File: config.mk
export PLATFORM = sky130hd
export DESIGN_NAME = mem_request_arbiter
export DESIGN_NICKNAME = d
export VERILOG_FILES = /design/src/rtl/mem_request_arbiter.sv
export SDC_FILE = /design/constraint.sdc
export NUM_CORES = 1
export LEC_CHECK = 0
export ABC_CLOCK_PERIOD_IN_PS = 3900
export CAP_MARGIN = 20
export CORE_ASPECT_RATIO = 0.9
export CORE_MARGIN = 1.5
export CORE_UTILIZATION = 25
export CTS_CLUSTER_DIAMETER = 40
export CTS_CLUSTER_SIZE = 14
export DETAILED_ROUTE_END_ITERATION = 8
export HOLD_SLACK_MARGIN = 0.12
export PLACE_DENSITY = 0.59
export SYNTH_ARGS = -nofsm -noshare
export SYNTH_HDL_FRONTEND = slang
export SYNTH_SLANG_ARGS = --single-unit
File: constraint.sdc
create_clock -name clock -period 3.9 [get_ports clock]
set_input_delay 0.39 -clock clock [delete_from_list [all_inputs] [get_ports clock]]
set_output_delay 0.39 -clock clock [all_outputs]
set_load 0.02 [all_outputs]
File: src/rtl/mem_request_arbiter.sv
// Round-robin arbiter sharing one memory request port between N_REQ requesters.
// An in-order ID FIFO records each accepted request's owner so responses route back to it.
module mem_request_arbiter #(
  parameter type REQ_T = logic [15:0],
  parameter type RSP_T = logic [7:0],
  parameter int  N_REQ = 2,
  parameter int  DEPTH = 4
) (
  input  logic                          clock,
  input  logic                          nreset,
  input  logic [N_REQ-1:0]              req_valid,
  output logic [N_REQ-1:0]              req_ready,
  input  logic [N_REQ*$bits(REQ_T)-1:0] req_data,
  output logic                          down_valid,
  input  logic                          down_ready,
  output logic [$bits(REQ_T)-1:0]       down_data,
  input  logic                          rsp_valid,
  output logic                          rsp_ready,
  input  logic [$bits(RSP_T)-1:0]       rsp_data,
  output logic [N_REQ-1:0]              out_rsp_valid,
  input  logic [N_REQ-1:0]              out_rsp_ready,
  output logic [$bits(RSP_T)-1:0]       out_rsp_data,
  output logic [$clog2(DEPTH+1)-1:0]    outstanding,
  output logic                          orphan_err
);

  localparam int RW  = $bits(REQ_T);
  localparam int IDW = $clog2(N_REQ);
  localparam int PW  = $clog2(DEPTH);
  localparam int CW  = $clog2(DEPTH + 1);
  localparam logic [CW-1:0] FULL_CNT = CW'(DEPTH);

  logic           r_down_valid;
  logic [RW-1:0]  r_down_data;
  logic [IDW-1:0] r_last;
  logic [IDW-1:0] r_id_mem [DEPTH];
  logic [PW-1:0]  r_wr_ptr;
  logic [PW-1:0]  r_rd_ptr;
  logic [CW-1:0]  r_count;
  logic           r_orphan;

  logic [RW-1:0]  w_req_arr [N_REQ];
  logic           w_load_en;
  logic           w_hi_found;
  logic           w_lo_found;
  logic [IDW-1:0] w_hi_idx;
  logic [IDW-1:0] w_lo_idx;
  logic           w_found;
  logic [IDW-1:0] w_grant;
  logic [RW-1:0]  w_grant_data;
  logic           w_accept;
  logic           w_empty;
  logic [IDW-1:0] w_head;
  logic           w_head_ready;
  logic           w_push;
  logic           w_pop;

  generate
    for (genvar gi = 0; gi < N_REQ; gi++) begin : g_unpack
      assign w_req_arr[gi] = req_data[gi*RW +: RW];
    end
  endgenerate

  assign w_load_en = (!r_down_valid || down_ready) && (r_count != FULL_CNT);

  // Requesters above r_last win over the wrapped-around ones; lowest index wins within each group.
  always_comb begin
    w_hi_found = 1'b0;
    w_lo_found = 1'b0;
    w_hi_idx   = '0;
    w_lo_idx   = '0;
    for (int i = N_REQ - 1; i >= 0; i--) begin
      if (req_valid[i]) begin
        if (IDW'(i) > r_last) begin
          w_hi_found = 1'b1;
          w_hi_idx   = IDW'(i);
        end else begin
          w_lo_found = 1'b1;
          w_lo_idx   = IDW'(i);
        end
      end
    end
    w_found = w_hi_found || w_lo_found;
    w_grant = w_hi_found ? w_hi_idx : w_lo_idx;
  end

  always_comb begin
    w_grant_data = '0;
    for (int i = 0; i < N_REQ; i++) begin
      if (w_grant == IDW'(i)) w_grant_data = w_req_arr[i];
    end
  end

  assign w_accept = w_load_en && w_found;
  assign w_empty  = (r_count == '0);
  assign w_head   = r_id_mem[r_rd_ptr];

  always_comb begin
    w_head_ready = 1'b0;
    for (int i = 0; i < N_REQ; i++) begin
      if (w_head == IDW'(i)) w_head_ready = out_rsp_ready[i];
    end
  end

  generate
    for (genvar gi = 0; gi < N_REQ; gi++) begin : g_ports
      assign req_ready[gi]     = w_accept && req_valid[gi] && (w_grant == IDW'(gi));
      assign out_rsp_valid[gi] = rsp_valid && !w_empty && (w_head == IDW'(gi));
    end
  endgenerate

  assign rsp_ready = !w_empty && w_head_ready;
  assign w_push    = w_accept;
  assign w_pop     = rsp_valid && rsp_ready;

  // A completed downstream handshake with no new accept (e.g. FIFO full) must still drain the register.
  always_ff @(negedge clock or negedge nreset) begin
    if (!nreset) begin
      r_down_valid <= 1'b0;
      r_down_data  <= '0;
      r_last       <= IDW'(N_REQ - 1);
      r_wr_ptr     <= '0;
      r_rd_ptr     <= '0;
      r_count      <= '0;
      r_orphan     <= 1'b0;
    end else begin
      if (w_accept) begin
        r_down_valid <= 1'b1;
        r_down_data  <= w_grant_data;
        r_last       <= w_grant;
      end else if (!r_down_valid || down_ready) begin
        r_down_valid <= 1'b0;
      end
      if (w_push) r_wr_ptr <= r_wr_ptr + 1'b1;
      if (w_pop)  r_rd_ptr <= r_rd_ptr + 1'b1;
      case ({w_push, w_pop})
        2'b10:   r_count <= r_count + 1'b1;
        2'b01:   r_count <= r_count - 1'b1;
        default: r_count <= r_count;
      endcase
      if (rsp_valid && w_empty) r_orphan <= 1'b1;
    end
  end

  always_ff @(negedge clock) begin
    if (w_push) r_id_mem[r_wr_ptr] <= w_grant;
  end

  assign down_valid   = r_down_valid;
  assign down_data    = r_down_data;
  assign out_rsp_data = rsp_data;
  assign outstanding  = r_count;
  assign orphan_err   = r_orphan;

endmodule

==> results by group, run 1 <==
Clock network
  • CTS Root Cell: clkbuf_8
  • Cts hold-fix bufs: 0
  • Clock sinks: 30
  • CTS tree: built
  • Number of H-tree levels: 2
  • CTS Buf Count: 5
  • Worst skew pair latency: ~0.33 ns
  • Bufs on Longest Clock Path: 2
  • Clock transition at the registers of the reported paths: around 0.05 ns

Pwr
  • Pwr dens: about 730 nW/um^2
  • Static Leakage: about 1.2 nW
  • Worst VDD drop: about 0.00026 V

Flow run
  • Max-Cap Viols: 0

Synthesis
  • Synthesized cell area: around 1600 um^2
  • Total of warnings raised by yosys: 0
  • Syn_nets: about 200
  • Cells after Synth: roughly 140
  • Avg Inst Size Synth: 11.0 um^2
  • Distinct cell type count after synthesis: 27
  • Seq/Total Area, Yosys: 0.491
  • Count of state elements after synthesis: 30

STA
  • Worst slew pin tran: between 0.3 and 0.4 ns
  • # setup viols final: 2
  • Hold WS: 0.423 ns
  • TNS Setup: -0.213 ns
  • Unrepaired setup endpoints after global routing: true
  • Slew Viols, Final: 0
  • Worst slew margin: 0.771
  • Final Hold Viols: 0
  • Final setup margin: -0.182 ns
  • Final Skew: between 0.05 and 0.06 ns

Drt
  • DRT antenna net count: 0
  • Drt pass-1 iters: 3
  • Starting DRC count in detailed routing: 25
  • Via count: between 1,000 and 1,500
  • Vias per cell: roughly 4.0
  • Final WL: 3.37 mm
  • DRC viols: 0
  • DR WL/cell: approximately 11 um

Worst hold path
  • Hold Crit Class: reg2reg

Global route
  • First-pass GRT wire length: roughly 5.5 mm
  • Number of global-route vias before repair: between 1,000 and 1,500
  • Largest net degree at the start of global routing: 40
  • All-Layer GR Usage: 0.103
  • Congestion Overflow GR: 0
  • Initial antenna violation count: 0

Outcome
  • Status: complete, but fails checks
  • Violated checks: negative setup slack

Layout
  • Most common cell after layout, fill and taps aside: clkdlybuf4s50_1
  • N_diodes: 0
  • Finished Layout Cells: 320
  • Reg area: slightly below 800 um^2
  • Fillers: roughly 610
  • Area occupied by multi-input gates: just over 700 um^2
  • Final nets: approximately 290
  • Layout cell share with drive strength beyond 1: 0.232
  • Area Growth Syn to Fin: 66.0%
  • Most frequent cells in the layout: clkdlybuf4s50_1 (57), dfrtn_1 (25), buf_4 (25)
  • Design Area, Final: about 2600 um^2

Critical path
  • Worst endpoint required time: 3.51 ns
  • Worst Setup End Kind: output port
  • CP arrival: about 3.7 ns
  • Element type at the critical path start: register
  • Crit path max fanout: 3
  • Worst setup path category: reg2out

Placement
  • # placed instances: 297
  • Placer Congestion: 0.728
  • Port bufs: 65
  • Dpl cell area: ~2400 um^2
  • HPWL Detailed: around 2.5 mm

Floorplanning
  • Die X: around 87 um
  • Initial Util: 0.257
  • # rows: 27
  • Die area: 6780 um^2
  • Core ar.: roughly 6100 um^2
  • Die height: a little under 80 um
  • I/O pin cnt: just over 80
==> critical path: stages (launching register included) <==
cell,delay (ns)
dfrtn_1,0.49
mux2i_2,0.27
mux2i_1,0.14
buf_4,0.16
mux2i_2,0.18
nor2_1,0.06
buf_2,0.15
==> Yosys cell counts <==
cell,count,area [um^2]
nor2_1,4,15.0
mux2i_1,23,230
and3_1,2,12.5
fa_1,1,20.0
buf_4,11,82.6
xor2_1,3,26.3
edfxtp_1,4,120
mux2_1,1,11.3
inv_1,7,26.3
a21o_1,1,7.51
o211ai_2,1,12.5
o21ai_0,18,90.1
dfstp_2,1,26.3
nor3_1,1,5.00
dfrtn_1,25,626
nand4_1,1,6.26
nor3b_1,1,7.51
clkbuf_2,1,5.00
or3b_4,1,11.3
nand2b_1,2,12.5
xnor2_1,2,17.5
nand2_1,17,63.8
nor2b_1,6,37.5
a21boi_1,1,7.51
o31ai_1,1,7.51
buf_6,2,22.5
ha_1,5,62.6
==> logic make-up after synthesis <==
| group | synth area share |
|---|---|
| simple gates | 0.109 |
| flops | 0.491 |
| mux | 0.154 |
| compound gates | 0.0796 |
| buf+inv | 0.0867 |
| fa+ha+maj | 0.0525 |
| xor+xnor | 0.0278 |
==> path summary, 6_finish.rpt <==
path | from | to | slack [ns] | depth (start not counted)
max | r_rd_ptr[1] | rsp_ready | -0.18 | 6
min | orphan_err | orphan_err | 0.42 | 1
max reg2reg | r_rd_ptr[1] | outstanding[2] | 1.26 | 13
min reg2reg | orphan_err | orphan_err | 0.42 | 1
max in group asynchronous | nreset | r_last | 1.20 | 2
min in group asynchronous | nreset | r_rd_ptr[0] | 2.32 | 2
==> final cells by class <==
cell class / count / area share
well taps: 87 / 0.0417
multi-input cells: 92 / 0.278
clock buffers: 8 / 0.0384
flip-flops and latches: 30 / 0.296
clock inverters: 5 / 0.00719
repair buffers: 92 / 0.331
inverters: 6 / 0.00863
==> stage by stage <==
stage               total power [mW]  worst slack (ns)  utilization
floorplan                       1.10            0.0183            -
global placement                1.51            -0.254        0.386
detailed placement              1.52            -0.291        0.386
CTS                             1.88            -0.169        0.417
global route                    2.05            -0.257        0.427
finish                          1.91            -0.182        0.427
==> layer usage <==
metal  global-route usage  wire, um  up-vias
met5                    0         0        -
met4               0.0339        19        0
met3               0.0442       251        4
met2                0.153      1520       48
met1                0.135      1580      570
li1                     -         -      651
==> report_power, final <==
group / internal [mW] / leakage [nW] / switching, mW / total [mW]
clock network: 0.168 / 0.0781 / 0.124 / 0.292
registers: 0.484 / 0.346 / 0.0954 / 0.580
logic: 0.557 / 0.749 / 0.478 / 1.03
total: 1.21 / 1.17 / 0.697 / 1.91
==> flip-flops by register name (all words and copies together) (netlist names) <==
signal	count
r_id_mem	4
down_data	16
r_last	1
down_valid	1
r_wr_ptr	2
outstanding	3
orphan_err	1
r_rd_ptr	2
==> timing repair <==
item / 4_1_cts / 5_1_grt
gates cloned: 0 / 0
gates resized for setup: 30 / 13
setup endpoints to repair: 6 / 6
pin swaps: 2 / 1
hold endpoints to repair: 0 / 0
buffers inserted: 9 / 3
Note: power is estimated with default switching activity, not from simulation.
==> run 2: changes to the inputs <==
- CAP_MARGIN: 20 -> not set
==> results of run 2 <==
The final DEF is identical to that of run 1; final timing and power are the same.
==> variant 1: new RTL, config.mk and constraints of run 2 <==
`N_REQ`: 2 -> 8.
--- a/src/rtl/mem_request_arbiter.sv
+++ b/src/rtl/mem_request_arbiter.sv
@@ -5,3 +5,3 @@
   parameter type RSP_T = logic [7:0],
-  parameter int  N_REQ = 2,
+  parameter int  N_REQ = 8,
   parameter int  DEPTH = 4
Interface: changed (5 resized); port bits go from 82 to 202. The function was not compared with the original's and may differ.
==> variant 1 against run 2 <==
Final area increased to 2.9 times the old value; register-to-register slack got worse by 0.58 ns; the run still ends with negative setup slack left; count of clock-buffer cells in the layout decreased by 3; synthesized area increased by 140%; clock power increased by 73%; sequential cell count increased by 10; worst setup slack got worse by 0.86 ns; die area increased by 130%; sequential power increased by 45%; largest cell class unchanged; power increased to 3.7 times the old value; critical endpoint is now req_ready[3]; routed wire length increased to 4.6 times the old value.
==> variant 1: results (changes against run 2) <==
** Route
- The length of routed wiring on met1 came to 6550 µm (+310%).
- Wire length on met2 :: 7910 µm (+420%)
- The via count came to 4280 (+240%).
- The number of DRC violations after detailed-routing iteration 0 came to 216 (+760%).

** Global route
- Global-route wire length before repair :: 24500 µm (+350%)
- GR Util met2 :: 35.1% (+20 points)
- The routing usage on met3 is 3.87% (-0.54 points).
- Maximum number of pins on one net before global-route repair :: 31 (-23%)

** Clocking
- The tree is rooted in a sky130_fd_sc_hd__clkbuf_16.
- Worst-skew pair later-pin latency :: 0.37 ns (+0.04 ns)

** Timing
- Clock Skew :: 0.0594 ns (+0.00805 ns)
- The slew at the pin with the worst max-slew slack came to 0.714 ns (+0.371 ns).
- The number of endpoints failing setup at the final stage was 49 (+47).
- Setup ws final :: -1.04 ns (-0.855 ns)
- The worst hold slack after final layout came to 0.409 ns (-0.0148 ns).

** Final layout
- Post-layout net count :: 849 (+200%)
- Non-Filler Instances :: 886 (+180%)
- The fraction of final layout cells with drive strength greater than 1 is 40.4% (+17 points).
- The number of non-clock buffers came to 303 (+230%).
- Share of cell area taken by multi-input logic gates :: 37.5% (+9.7 points)
- P&R area growth vs syn :: 101%
- The layout inverter count without the clock tree is 15 (+9).
- The number of fillers in the final layout was 1291 (+110%).
- Clock-cell share of area :: 2.80% (-1.8 points)
- The clock buffer instance count of the final layout is 5 (-3).

** Die
- Std cell rows :: 42 (+56%)

** Critical path
- CP endpoint :: req_ready[3]
- Flop2flop setup slack :: 0.68 ns (-0.58 ns)
- Critical path peak fanout :: 5 (+2)
- Delay of the slowest cell on the worst path :: 0.64 ns (+0.15 ns)
- Worst path top cell family by delay :: buffers and inverters

** Logic synthesis
- The commonest cells after synthesis are sky130_fd_sc_hd__a21oi_1 (41), sky130_fd_sc_hd__nand2_1 (35), sky130_fd_sc_hd__dfrtn_1 (25), sky130_fd_sc_hd__nand2b_1 (21), sky130_fd_sc_hd__nor2_1 (19).
- The complex-gate fraction of the synthesized area was 28.4% (+20 points).
- Post-synthesis instance total :: 402 (+180%)
- Number of enable-type register cells in the synthesized netlist :: 12 (+8)
- Multiplexer fraction of the synthesized cell area :: 12.7% (-2.7 points)

** Run status
- Failing checks :: negative setup slack
- The flow ran to the end, but the final reports show violations.

** Power and ir drop
- Worst voltage drop across the vdd grid :: 0.000412 V (+58%)

** Place
- Placed Cells incl. Taps :: 816 (+170%)
- The post-DP HPWL came to 11400 µm (+360%).
==> variant 1: cell count changes in the layout (fill, tap and decap cells not counted), sizes merged, moves of 15 or more <==
cell | before | now
inv | 11 | 32
clkdlybuf4s50 | 57 | 152
nor2 | 4 | 19
mux2 | 1 | 28
mux2i | 23 | 7
nand2 | 17 | 36
buf | 32 | 139
nand2b | 2 | 21
a21oi | 0 | 41
==> variant 1: power by group through the flow <==
stage	registers [mW]	logic (mW)	clock network, mW
2_1_floorplan	0.947	2.84	0.0248
3_3_place_gp	0.855	4.43	0.0248
3_5_place_dp	0.855	4.47	0.0248
4_1_cts	0.843	5.46	0.519
5_1_grt	0.868	6.17	0.548
6_report	0.843	5.76	0.505
==> variant 1: repair_timing <==
action | 4_1_cts | 5_1_grt
gates resized for setup | 216 | 43
cloned | 3 | 1
setup endpoints to repair | 68 | 53
buffers inserted | 35 | 13
pin swaps | 32 | 25
==> variant 2: new RTL, config.mk and constraints of run 2 <==
Made on the original files. Make the reset (`nreset`) synchronous in one clocked block.
--- a/src/rtl/mem_request_arbiter.sv
+++ b/src/rtl/mem_request_arbiter.sv
@@ -116,3 +116,3 @@
   // A completed downstream handshake with no new accept (e.g. FIFO full) must still drain the register.
-  always_ff @(negedge clock or negedge nreset) begin
+  always_ff @(negedge clock) begin
     if (!nreset) begin
Check against the original RTL: differs if nreset is asserted again (counterexample within 4 cycles, from zero or initial values and one cycle with nreset low); with nreset held inactive, the same outputs for 10 cycles.
==> variant 2 against run 2 <==
The run still ends with negative setup slack left; routed wire length up 7.3%; register-to-register slack better by 0.11 ns; final area up 4.5%; power down 22%; sequential power down 23%; sequential cell count up 2; clock skew down 0.040 ns; worst setup slack better by 0.12 ns; synthesized area up 1.7%; critical path type unchanged.
==> variant 2: results (changes against run 2) <==
** Place
- Estimated wirelength of the detail-placed design :: 2520 µm (+2.4%)
- Post-Place Worst Slack :: -0.365 ns (-0.0743 ns)
- Placed Cells incl. Taps :: 312 (+5.1%)

** Route
- Total iterations of the first detailed-routing run :: 6 (+3)
- The via count was 1462 (+15%).
- The mean routed wirelength per cell came to 10.3 µm (-2.2%).
- The number of DRC violations after detailed-routing iteration 0 is 38 (+52%).

** Logic synthesis
- Adder-cell share of the synthesized area :: 5.16% (-0.086 points)
- Share of async-settable or async-resettable flops after synthesis :: 0% (-87 points)
- The complex-gate fraction of the synthesized area is 14.2% (+6.2 points).
- Area share of xor/xnor cells in the synthesized design :: 1.64% (-1.1 points)
- Multiplexer fraction of the synthesized cell area :: 13.5% (-1.8 points)
- Top post-synthesis cells by count :: sky130_fd_sc_hd__dfxtp_1 (28), sky130_fd_sc_hd__nand2_1 (19), sky130_fd_sc_hd__mux2i_1 (18), sky130_fd_sc_hd__o211a_1 (16), sky130_fd_sc_hd__buf_4 (9)
- Sequential fraction of the synthesis area :: 42.6% (-6.5 points)
- By area the synthesized netlist is led by sky130_fd_sc_hd__dfxtp_1 (35%), sky130_fd_sc_hd__mux2i_1 (11%), sky130_fd_sc_hd__o211a_1 (10%).
- Count of distinct cell types in the synthesized netlist :: 32 (+19%)

** Final layout
- Post-route cell area :: 0.00273 mm² (+4.5%)
- Layout cell share with drive strength beyond 1 :: 18.2% (-5.0 points)
- Fillers :: 624 (+2.6%)
- The number of nets at the end of the flow was 318 (+11%).

** Global route
- The routing usage on met3 was 5.51% (+1.1 points).
- Global-route wire length before repair :: 5860 µm (+7.3%)
- The met2 routing resource usage after global routing is 16.2% (+0.84 points).
- Number of global-route vias before repair :: 1442 (+21%)

** Clocking
- Worst-skew pair later-pin latency :: 0.35 ns (+0.02 ns)
- The CTS clock-pin slew for the worst setup and hold paths came to 0.03 ns (-0.02 ns).

** Timing
- Clock Skew :: 0.0110 ns (-0.0403 ns)
- Final setup fails :: 3 (+1)
- Max transition margin :: 75.6% (-1.5 points)
- The post-route worst setup slack was -0.0592 ns (+0.123 ns).
- Total negative slack :: -0.110 ns (+0.103 ns)

** Critical path
- The arrival time reported for the critical path endpoint is 3.57 ns (-0.12 ns).
- The worst reg-to-reg path cell count came to 10 (-3).
- Reg2Reg Capture Point :: outstanding[2]
- The most critical setup path has its startpoint at r_id_mem[2].
- Critical path peak fanout :: 2 (-1)
- Flop2flop setup slack :: 1.37 ns (+0.11 ns)

** Run status
- The checks that failed: negative setup slack.
- The flow ran to the end, but the final reports show violations.

** Power and ir drop
- Worst voltage drop across the vdd grid :: 0.000170 V (-35%)
## variant 2: cell count changes after synthesis, sizes merged, moves of 2 or more
cell / run 2 / this run
dfxtp: 0 / 28
dfrtn: 25 / 0
o211a: 0 / 16
o21ai: 18 / 3
and2: 0 / 7
clkbuf: 1 / 5
mux2i: 23 / 19
a21boi: 1 / 4
and3: 2 / 0
nand2: 17 / 19
or3: 0 / 2
xor2: 3 / 1
## variant 2: cell type report
cell class | instances | share of cell area [%]
clock buffer | 5 | 2.52
clock inverter | 34 | 5.64
inverter | 7 | 1.06
multi-input combinational | 101 | 32.0
sequential | 32 | 25.0
tap | 87 | 3.99
timing repair buffer | 85 | 29.8
## variant 2: worst max-delay path, stage by stage, from the launching register on
cell and delay (ns):
sky130_fd_sc_hd__edfxtp_1 0.35, sky130_fd_sc_hd__mux4_2 0.50, sky130_fd_sc_hd__mux2i_2 0.21, sky130_fd_sc_hd__nor2_1 0.06
sky130_fd_sc_hd__buf_4 0.15
## variant 2: cells by family (layout without fill, tap and decap cells)
family                   after synthesis  after routing
AND/OR/NAND/NOR                       46             46
multiplexers                          20             20
flip-flops                            32             32
AO/OA/AOI/OAI                         26             26
XOR/XNOR                               3              3
adder cells (fa/ha/maj)                6              6
buffers and inverters                 25            131
## variant 2: report_power, final
group | switching, mW | internal [mW]
Sequential | 0.0381 | 0.406
Combinational | 0.283 | 0.330
Clock | 0.202 | 0.228
## variant 2: routing by layer
metal	part of all wire, %	wire length, µm
met4	2.4	85
met5	0	0
met1	44	1590
met3	9.2	333
met2	44	1610
## variant 2: repair_timing
item	CTS	global route
setup buffers	1	1
endpoints found under the setup margin	6	6
pin swaps	4	5
hold buffers	0	0
hold endpoints to repair	0	0
resized for setup	30	11
